`src/rtl/multicyc_mem_bridge_pkg.sv`:
```
// Shared types and constants for the multicycle CPU memory bridge.
// Build option: MEM_BRIDGE_TIMEOUT_EN enables the bus-wait watchdog.
package MemBridgePkg;

  typedef enum logic [1:0] {
    IDLE   = 2'd0,
    REQ    = 2'd1,
    WAIT_R = 2'd2,
    DONE   = 2'd3
  } state_e;

  localparam logic [31:0] BUS_ERR_DATA = 32'hDEADBEEF;

  // Only naturally aligned word accesses reach the bus.
  function automatic logic word_aligned(input logic [1:0] lsb);
    return (lsb == 2'b00);
  endfunction

endpackage

```
`src/rtl/multicyc_mem_bridge_if.sv`:
```
// Bus-side req/gnt/rvalid port of the memory bridge.
// master = bridge side, slave = memory side.
interface multicyc_mem_bridge_if #(
  parameter int ADDR_W = 32,
  parameter int DATA_W = 32
);

  logic              bus_req;
  logic              bus_we;
  logic [ADDR_W-1:0] bus_addr;
  logic [DATA_W-1:0] bus_wdata;
  logic              bus_gnt;
  logic              bus_rvalid;
  logic [DATA_W-1:0] bus_rdata;

  modport master (
    output bus_req, bus_we, bus_addr, bus_wdata,
    input  bus_gnt, bus_rvalid, bus_rdata
  );

  modport slave (
    input  bus_req, bus_we, bus_addr, bus_wdata,
    output bus_gnt, bus_rvalid, bus_rdata
  );

endinterface

```
`src/rtl/multicyc_mem_bridge_wdog.sv`:
```
// Bus-wait watchdog: counts cycles of an outstanding access.
// Compiled only when MEM_BRIDGE_TIMEOUT_EN is defined.
`ifdef MEM_BRIDGE_TIMEOUT_EN
module mem_bridge_wdog #(
  parameter int LIMIT = 255
) (
  input  logic clk,
  input  logic reset,
  input  logic clr,
  input  logic en,
  output logic expired
);

  localparam int CNT_W = $clog2(LIMIT + 1);

  logic [CNT_W-1:0] count_r;

  // Wait-cycle counter, cleared when a new access is launched.
  always_ff @(posedge clk) begin
    if (reset) begin
      count_r <= '0;
    end else if (clr) begin
      count_r <= '0;
    end else if (en && !expired) begin
      count_r <= count_r + CNT_W'(1);
    end else begin
      count_r <= count_r;
    end
  end

  // Fires during the LIMIT-th waiting cycle so the bridge leaves on that edge.
  assign expired = (count_r == CNT_W'(LIMIT - 1));

endmodule
`endif

```
`src/rtl/multicyc_mem_bridge.sv`:
```
// Turns single-cycle CPU memory accesses into req/gnt/rvalid bus transactions.
// Build option: MEM_BRIDGE_TIMEOUT_EN adds the bus-wait watchdog.
module multicyc_mem_bridge
  import MemBridgePkg::*;
#(
  parameter int ADDR_W  = 32,
  parameter int DATA_W  = 32,
  parameter int TIMEOUT = 255
) (
  input  logic                  clk,
  input  logic                  reset,
  input  logic                  cpu_req,
  input  logic                  cpu_we,
  input  logic [ADDR_W-1:0]     cpu_addr,
  input  logic [DATA_W-1:0]     cpu_wdata,
  output logic [DATA_W-1:0]     cpu_rdata,
  output logic                  cpu_stall,
  output logic                  cpu_err,
  multicyc_mem_bridge_if.master bus
);

  state_e            state_r;
  state_e            next_state_s;
  logic              accept_s;
  logic              misalign_s;
  logic              capture_s;
  logic              timeout_s;
  logic              expired_s;
  logic              bus_req_r;
  logic              bus_we_r;
  logic [ADDR_W-1:0] bus_addr_r;
  logic [DATA_W-1:0] bus_wdata_r;
  logic [DATA_W-1:0] cpu_rdata_r;
  logic              cpu_err_r;

  // Next-state selection and decode of the per-cycle datapath events.
  always_comb begin
    next_state_s = state_r;
    accept_s     = 1'b0;
    misalign_s   = 1'b0;
    capture_s    = 1'b0;
    timeout_s    = 1'b0;
    case (state_r)
      IDLE: begin
        if (cpu_req) begin
          if (word_aligned(cpu_addr[1:0])) begin
            accept_s     = 1'b1;
            next_state_s = REQ;
          end else begin
            misalign_s   = 1'b1;
            next_state_s = DONE;
          end
        end else begin
          next_state_s = IDLE;
        end
      end
      REQ: begin
        if (bus.bus_gnt) begin
          next_state_s = bus_we_r ? DONE : WAIT_R;
        end else if (expired_s) begin
          timeout_s    = 1'b1;
          next_state_s = DONE;
        end else begin
          next_state_s = REQ;
        end
      end
      WAIT_R: begin
        if (bus.bus_rvalid) begin
          capture_s    = 1'b1;
          next_state_s = DONE;
        end else if (expired_s) begin
          timeout_s    = 1'b1;
          next_state_s = DONE;
        end else begin
          next_state_s = WAIT_R;
        end
      end
      DONE: begin
        next_state_s = IDLE;
      end
      default: begin
        next_state_s = IDLE;
      end
    endcase
  end

`ifdef MEM_BRIDGE_TIMEOUT_EN
  logic wdog_en_s;

  assign wdog_en_s = (state_r == REQ) || (state_r == WAIT_R);

  mem_bridge_wdog #(
    .LIMIT (TIMEOUT)
  ) u_wdog (
    .clk     (clk),
    .reset   (reset),
    .clr     (accept_s),
    .en      (wdog_en_s),
    .expired (expired_s)
  );
`else
  // No watchdog: a legal TIMEOUT is never negative, so this never expires.
  assign expired_s = (TIMEOUT < 32'sd0);
`endif

  // Controller state register.
  always_ff @(posedge clk) begin
    if (reset) begin
      state_r <= IDLE;
    end else begin
      state_r <= next_state_s;
    end
  end

  // Bus request/address/data registers and CPU-side result registers.
  always_ff @(posedge clk) begin
    if (reset) begin
      bus_req_r   <= 1'b0;
      bus_we_r    <= 1'b0;
      bus_addr_r  <= '0;
      bus_wdata_r <= '0;
      cpu_rdata_r <= '0;
      cpu_err_r   <= 1'b0;
    end else begin
      bus_req_r <= (next_state_s == REQ);
      if (accept_s) begin
        bus_we_r    <= cpu_we;
        bus_addr_r  <= cpu_addr;
        bus_wdata_r <= cpu_wdata;
        cpu_err_r   <= 1'b0;
      end else if (misalign_s) begin
        cpu_err_r <= 1'b1;
      end else if (timeout_s) begin
        cpu_err_r   <= 1'b1;
        cpu_rdata_r <= DATA_W'(BUS_ERR_DATA);
      end else if (capture_s) begin
        cpu_rdata_r <= bus.bus_rdata;
      end else begin
        cpu_err_r <= cpu_err_r;
      end
    end
  end

  // DONE is the one cycle the controller may advance past a requested access.
  assign cpu_stall     = cpu_req && (state_r != DONE);
  assign cpu_rdata     = cpu_rdata_r;
  assign cpu_err       = cpu_err_r;
  assign bus.bus_req   = bus_req_r;
  assign bus.bus_we    = bus_we_r;
  assign bus.bus_addr  = bus_addr_r;
  assign bus.bus_wdata = bus_wdata_r;

endmodule

```
`src/flat_wrapper.sv`:
```
// flat-port wrapper written by rule: the top's interface ports become plain ports
module multicyc_mem_bridge_flat import MemBridgePkg::*;
#(
  parameter int ADDR_W  = 32,
  parameter int DATA_W  = 32,
  parameter int TIMEOUT = 255
)
  (clk, reset, cpu_req, cpu_we, cpu_addr, cpu_wdata, cpu_rdata, cpu_stall, cpu_err, bus_bus_req, bus_bus_we, bus_bus_addr, bus_bus_wdata, bus_bus_gnt, bus_bus_rvalid, bus_bus_rdata);
  multicyc_mem_bridge_if #(.ADDR_W(ADDR_W), .DATA_W(DATA_W)) bus_i ();
  input  logic clk;
  input  logic reset;
  input  logic cpu_req;
  input  logic cpu_we;
  input  logic [ADDR_W-1:0] cpu_addr;
  input  logic [DATA_W-1:0] cpu_wdata;
  output logic [DATA_W-1:0] cpu_rdata;
  output logic cpu_stall;
  output logic cpu_err;
  output wire logic [$bits(bus_i.bus_req)-1:0] bus_bus_req;
  output wire logic [$bits(bus_i.bus_we)-1:0] bus_bus_we;
  output wire logic [$bits(bus_i.bus_addr)-1:0] bus_bus_addr;
  output wire logic [$bits(bus_i.bus_wdata)-1:0] bus_bus_wdata;
  input wire logic [$bits(bus_i.bus_gnt)-1:0] bus_bus_gnt;
  input wire logic [$bits(bus_i.bus_rvalid)-1:0] bus_bus_rvalid;
  input wire logic [$bits(bus_i.bus_rdata)-1:0] bus_bus_rdata;
  assign bus_bus_req = bus_i.bus_req;
  assign bus_bus_we = bus_i.bus_we;
  assign bus_bus_addr = bus_i.bus_addr;
  assign bus_bus_wdata = bus_i.bus_wdata;
  assign bus_i.bus_gnt = bus_bus_gnt;
  assign bus_i.bus_rvalid = bus_bus_rvalid;
  assign bus_i.bus_rdata = bus_bus_rdata;
  multicyc_mem_bridge #(.ADDR_W(ADDR_W), .DATA_W(DATA_W), .TIMEOUT(TIMEOUT)) u_core (.clk(clk), .reset(reset), .cpu_req(cpu_req), .cpu_we(cpu_we), .cpu_addr(cpu_addr), .cpu_wdata(cpu_wdata), .cpu_rdata(cpu_rdata), .cpu_stall(cpu_stall), .cpu_err(cpu_err), .bus(bus_i));
endmodule
```
`config.mk`:
```
export PLATFORM = sky130hd
export DESIGN_NAME = multicyc_mem_bridge_flat
export DESIGN_NICKNAME = d
export VERILOG_FILES = /design/src/rtl/multicyc_mem_bridge_pkg.sv /design/src/rtl/multicyc_mem_bridge_if.sv /design/src/rtl/multicyc_mem_bridge_wdog.sv /design/src/rtl/multicyc_mem_bridge.sv /design/src/flat_wrapper.sv
export SDC_FILE = /design/constraint.sdc
export NUM_CORES = 1
export LEC_CHECK = 0
export CAP_MARGIN = 20
export CORE_MARGIN = 2
export CORE_UTILIZATION = 30
export CTS_BUF_LIST = sky130_fd_sc_hd__clkbuf_4
export DETAILED_ROUTE_END_ITERATION = 12
export PLACE_DENSITY = 0.61
export SYNTH_ARGS = -nofsm -noshare
export SYNTH_HDL_FRONTEND = slang
export SYNTH_HIERARCHICAL = 1
export SYNTH_SLANG_ARGS = --single-unit
```
`constraint.sdc`:
```
create_clock -name clk -period 3.89 [get_ports clk]
set_input_delay 0.778 -clock clk [delete_from_list [all_inputs] [get_ports clk]]
set_output_delay 0.778 -clock clk [all_outputs]
set_load 0.01 [all_outputs]
```
==> key figures, run 1 <==
Run status
  – Status: complete, no violations

Synth
  – Net Count, Synth: 540
  – Syn Std Cell Area: 4134 um2
  – Synth Warn #: 6
  – Yosys cell types: 23
  – Area leader, netlist: dfxtp_1
  – Synth top area share: 48.91%
  – Post-Syn Instances: roughly 440
  – #FFs+latches synth: 101
  – Main area contributors after synthesis: dfxtp_1 (49%), nand2b_1 (19%), mux2i_1 (15%)
  – Sequential fraction of the synthesis area: between 40% and 50%
  – FFs w/ async S/R, synth: 0%
  – Post-Syn Area per Cell: roughly 9.4 um2
  – Post-synth EDFFs: 0
  – Most used DFF post-synth: dfxtp_1

Clocking
  – Cts repair resizes: 0
  – Worst-path clk slew: ~0.13 ns
  – H-tree depth: 3
  – Root buf cell: clkbuf_4
  – CTS max path bufs: 2
  – Clock sink count: 101
  – Worst-skew pair later-pin latency: 0.47 ns
  – Hold Buf Count CTS: 0
  – CTS tree: built
  – Postcts setup bufs: 0
  – CTS buffer count: 9

Power
  – Power per cell area: around 310 nW/um2
  – Worst VDD drop: ~170 uV
  – Leakage: about 2.2 nW

Floorplanning
  – Rows: 42
  – Die width: between 100 and 150 um
  – Die Height: between 100 and 150 um
  – Die area: 14730 um2
  – Core box area: ~13000 um2
  – Initial Util: between 30% and 40%
  – # IOs: about 200

Flow run
  – Max-Cap Viols: 0

Routing
  – Remaining antenna violation count: 0
  – Vias/cell: around 4.3
  – Mean routed wirelength per cell: approximately 13 um
  – Drt initial violations: between 100 and 150
  – Routed wire length: approximately 11000 um
  – First-pass DRT Iterations: 5
  – DRC viols: 0
  – Via count: approximately 3500

STA
  – Final Slew Violations: 0
  – FMAX: about 340 MHz
  – Final setup violation count: 0
  – Fin Setup TNS: 0 ns
  – Period minus WS final: 2.929 ns
  – Worst Skew: 0.01310 ns
  – Slew margin rel.: between 60% and 70%
  – Final Hold Vio Count: 0
  – Final worst path period share: between 70% and 80%
  – RSZ-0062 raised after global routing: no
  – Worst-Margin Slew: about 0.57 ns

Global routing
  – Total GRT Usage: 14.27%
  – Pin count of the biggest net entering global routing: about 150
  – First-pass GRT wire length: 16520 um
  – GRT Residual Overflow: 0
  – Initial antenna violation count: 0
  – Number of global-route vias before repair: 3413

Critical path
  – Worst Path Max Fanout: 5
  – Required @ worst endpoint: ~3.1 ns
  – Critical setup path kind: in2out
  – Worst Setup End Kind: output port
  – CP startpoint kind: input pin
  – Critical R2R Launch: u_core/state_r[1]
  – Critical path arrival: approximately 2.2 ns
  – Worst Setup SP: cpu_req

Placed design
  – Detailed Place HPWL: ~7500 um
  – I/O Buffers: 201
  – GPL Wtd Cong: approximately 0.76

Cells and area
  – Layout area overhead: 55.21%
  – Leading cell type in the layout, fill and taps excluded: clkdlybuf4s50_1
  – Leading cell types in the layout, fill and taps excluded: clkdlybuf4s50_1 (200), nand2b_1 (127), dfxtp_1 (101)
  – Layout cells sized above 1: ~3.7%
  – Fin nets: roughly 720
  – Layout Utilization: between 40 and 50%
  – Antenna Cells: 0

Hold path
  – Worst hold path class: reg2reg
  – Hold Startpoint: u_core/cpu_rdata[10]
## path summary, 6_finish.rpt
check,end,slack (ns),cells past startpoint
max,cpu_stall,0.96,3
min,u_core/cpu_rdata[10],0.46,2
max reg2reg,u_core/bus.bus_wdata[21],2.13,4
min reg2reg,u_core/cpu_rdata[10],0.46,2
## cell usage after synthesis, drive strengths merged, types with 2 or more instances
| library cell | n |
|---|---|
| nand2 | 65 |
| buf | 13 |
| clkbuf | 20 |
| nand2b | 127 |
| a21oi | 34 |
| mux2i | 63 |
| nor2 | 2 |
| nor3b | 2 |
| dfxtp | 101 |
## metal layers
metal,global-route usage (%),wire [um],vias up
met5,0,0,-
met4,6.897,255,0
met3,5.733,1095,16
met2,22.37,4799,134
met1,16.98,4450,1560
li1,-,-,1774
## critical path, stage by stage
cell and delay, ns:
clkdlybuf4s50_1 0.54, a21boi_0 0.23, clkdlybuf4s50_1 0.60
## stage by stage
stage	setup slack (ns)	total power [W]	std cells	hold WS, ns	instance area, um2
2_1_floorplan	2.034	0.001272	438	0.4805	4134
3_3_place_gp	0.9607	0.001468	785	0.4422	6230
3_5_place_dp	0.9667	0.001475	785	0.4465	6230
4_1_cts	0.9599	0.002036	801	0.4652	6364
5_1_grt	0.9340	0.002118	803	0.4852	6416
6_report	0.9611	0.002008	803	0.4631	6416
## cell type report
class                   instances  area, um2
fillers                      1297       6932
repair buffers                206       2097
flip-flops and latches        101       2022
multi-input cells             303       1939
well taps                     176      220.2
clock buffers                  11      82.58
clock inverters                 5      51.30
inverters                       1      3.754
## power breakdown
| part | total, W | internal (W) | switching (W) |
|---|---|---|---|
| registers | 0.00110 | 0.00108 | 0.0000229 |
| clock network | 0.000552 | 0.000207 | 0.000346 |
| logic | 0.000356 | 0.000224 | 0.000133 |
## registers in the layout, indices dropped and copies added, names as in the netlist
register              cells
u_core/cpu_err            1
u_core/bus.bus_wdata     32
u_core/state_r            2
u_core/bus.bus_we         1
u_core/bus.bus_addr      32
u_core/bus.bus_req        1
u_core/cpu_rdata         32
## cell families after synthesis
group	count (synthesis)	synth area share [%]
multiplexers	63	15.25
AO/OA/AOI/OAI	39	4.994
flip-flops	101	48.91
buffers and inverters	34	4.298
AND/OR/NAND/NOR	201	26.54
Note: power is estimated with default switching activity, not from simulation.
==> run 2: changes to the inputs <==
clock period = 2.8 ns   (was 3.89 ns; I/O delays follow)
==> key figures, run 2 (synthesis results as in run 1) <==
Global routing
  – Pin count of the biggest net entering global routing: 81 (-45%)
  – First-pass GRT wire length: 17190 um (+4.1%)
  – Number of global-route vias before repair: 3509 (+2.8%)
  – Initial antenna violation count: 0 (unchanged)
  – Total GRT Usage: 14.85% (+0.57 points)
  – GRT Residual Overflow: 0 (unchanged)

Critical path
  – Worst Path Max Fanout: 5 (unchanged)
  – Critical setup path kind: in2out
  – Worst Setup End Kind: output port
  – Required @ worst endpoint: 2.24 ns (-0.87 ns)
  – Critical path arrival: 1.97 ns (-0.18 ns)
  – CP startpoint kind: input pin

Placed design
  – Detailed Place HPWL: 7934 um (+6.1%)
  – I/O Buffers: 201 (unchanged)
  – GPL Wtd Cong: 0.7282 (-4.7%)

Cells and area
  – Leading cell types in the layout, fill and taps excluded: clkdlybuf4s50_1 (200), nand2b_1 (127), dfxtp_1 (101)
  – Fillcell total: 1282 (-1.2%)
  – Register area: 2022 um2 (unchanged)
  – Leading cell type in the layout, fill and taps excluded: clkdlybuf4s50_1
  – Antenna Cells: 0 (unchanged)
  – Layout area overhead: 55.69%
  – Fin nets: 725 (+0.14%)
  – Layout cells sized above 1: 3.981% (+0.31 points)
  – Multi-input gate area in the final layout: 1939 um2 (unchanged)

Floorplanning
  – Die width: 121.4 um (unchanged)
  – Core box area: 13350 um2 (unchanged)
  – Die area: 14730 um2 (unchanged)
  – Die Height: 121.4 um (unchanged)
  – # IOs: 202 (unchanged)
  – Rows: 42 (unchanged)
  – Initial Util: 30.97% (unchanged)

STA
  – Final Slew Violations: 0 (unchanged)
  – Fin Setup TNS: 0 ns (unchanged)
  – Slew margin rel.: 64.68% (+2.6 points)
  – FMAX: about 400 MHz
  – Final worst path period share: around 91%
  – Final setup violation count: 0 (unchanged)
  – RSZ-0062 raised after global routing: no
  – Final Hold Vio Count: 0 (unchanged)
  – Worst Skew: 0.01836 ns (+0.005260 ns)
  – Period minus WS final: 2.535 ns
  – Worst-Margin Slew: 0.5283 ns (-0.04001 ns)

Routing
  – Vias/cell: 4.376 (+0.85%)
  – DR WL met3: 1158 um (+5.8%)
  – DRC viols: 0 (unchanged)
  – DR WL met2: 5019 um (+4.6%)
  – Remaining antenna violation count: 0 (unchanged)
  – Via count: 3518 (+0.98%)
  – Routed wire length: 10950 um (+3.3%)
  – Drt initial violations: 124 (+11%)
  – Mean routed wirelength per cell: 13.62 um (+3.1%)
  – M1 WL: 4616 um (+3.7%)
  – Top sig layer: met4
  – First-pass DRT Iterations: 4 (-1)

Clocking
  – Cts repair resizes: 0 (unchanged)
  – Clock sink count: 101 (unchanged)
  – Worst-path clk slew: 0.16 ns (+0.03 ns)
  – Postcts setup bufs: 0 (unchanged)
  – H-tree depth: 3 (unchanged)
  – Worst-skew pair later-pin latency: 0.46 ns (about the same)
  – Root buf cell: clkbuf_4
  – CTS tree: built
  – CTS max path bufs: 2 (unchanged)
  – CTS buffer count: 9 (unchanged)
  – Hold Buf Count CTS: 0 (unchanged)

Power
  – Gate power share: 17.7% (about the same)
  – Worst VDD drop: 184.9 uV (+9.2%)
  – Sw power: 0.0007210 W (+44%)
  – Leakage: 2.188 nW (about the same)
  – Sw frac: 25.59% (+0.62 points)
  – Power per cell area: 437.7 nW/um2 (+40%)
  – Int Pwr: 0.002096 W (+39%)
  – Total power: 0.002817 W (+40%)
  – Clock share of power: 28.1% (+0.6 points)
  – Sequential share of power: 54.2% (-0.5 points)

Flow run
  – Max-Cap Viols: 0 (unchanged)

Hold path
  – Worst hold path class: reg2reg

Run status
  – Status: complete, no violations
## run 2: cell types whose count changed in the layout (fill, tap and decap cells not counted), sizes merged
cell / change
clkinvlp: +1
buf: +2
clkinv: -2
clkbuf: -2
inv: +2
## run 2: worst paths after layout
check	startpoint	end	slack, ns	depth (start not counted)
setup reg to reg	u_core/state_r[0]	u_core/cpu_rdata[5]	1.25	4
hold / removal	u_core/cpu_rdata[22]	u_core/cpu_rdata[22]	0.46	2
hold reg to reg	u_core/cpu_rdata[22]	u_core/cpu_rdata[22]	0.46	2
setup / recovery	cpu_req	cpu_stall	0.27	3
## run 2: cell type report
class	count	share of cell area (%)
clock buffers	10	1.166
clock inverters	6	1.108
inverters	1	0.05832
multi-input cells	303	30.13
flip-flops and latches	101	31.42
well taps	176	3.421
repair buffers	207	32.70
## run 2: power by group through the flow
stage / clock [W] / sequential [W] / combinational, W
finish: 0.000793 / 0.00153 / 0.000497
global route: 0.000893 / 0.00154 / 0.000540
CTS: 0.000847 / 0.00153 / 0.000504
detailed placement: 0 / 0.00156 / 0.000502
global placement: 0 / 0.00156 / 0.000494
floorplan: 0 / 0.00158 / 0.000186
## run 2: through the flow
stage	util (%)	hold WS [ns]	instance area [um2]	cells	worst slack, ns
floorplan	-	0.4805	4134	438	1.326
global placement	47.12	0.4409	6290	788	0.3104
detailed placement	47.12	0.4475	6290	788	0.2843
CTS	48.22	0.4676	6436	804	0.2813
global route	48.22	0.4867	6436	804	0.2100
finish	48.22	0.4646	6436	804	0.2650
## run 2: worst max-delay path: stages
cell and delay, ns:
clkdlybuf4s50_1 0.53, a21boi_0 0.28, clkdlybuf4s50_1 0.60
## run 2: per-layer routing
metal | vias up | global-route usage [%]
met4 | 0 | 5.460
met2 | 142 | 23.67
li1 | 1779 | -
met5 | - | 0
met1 | 1581 | 17.27
met3 | 16 | 7.190
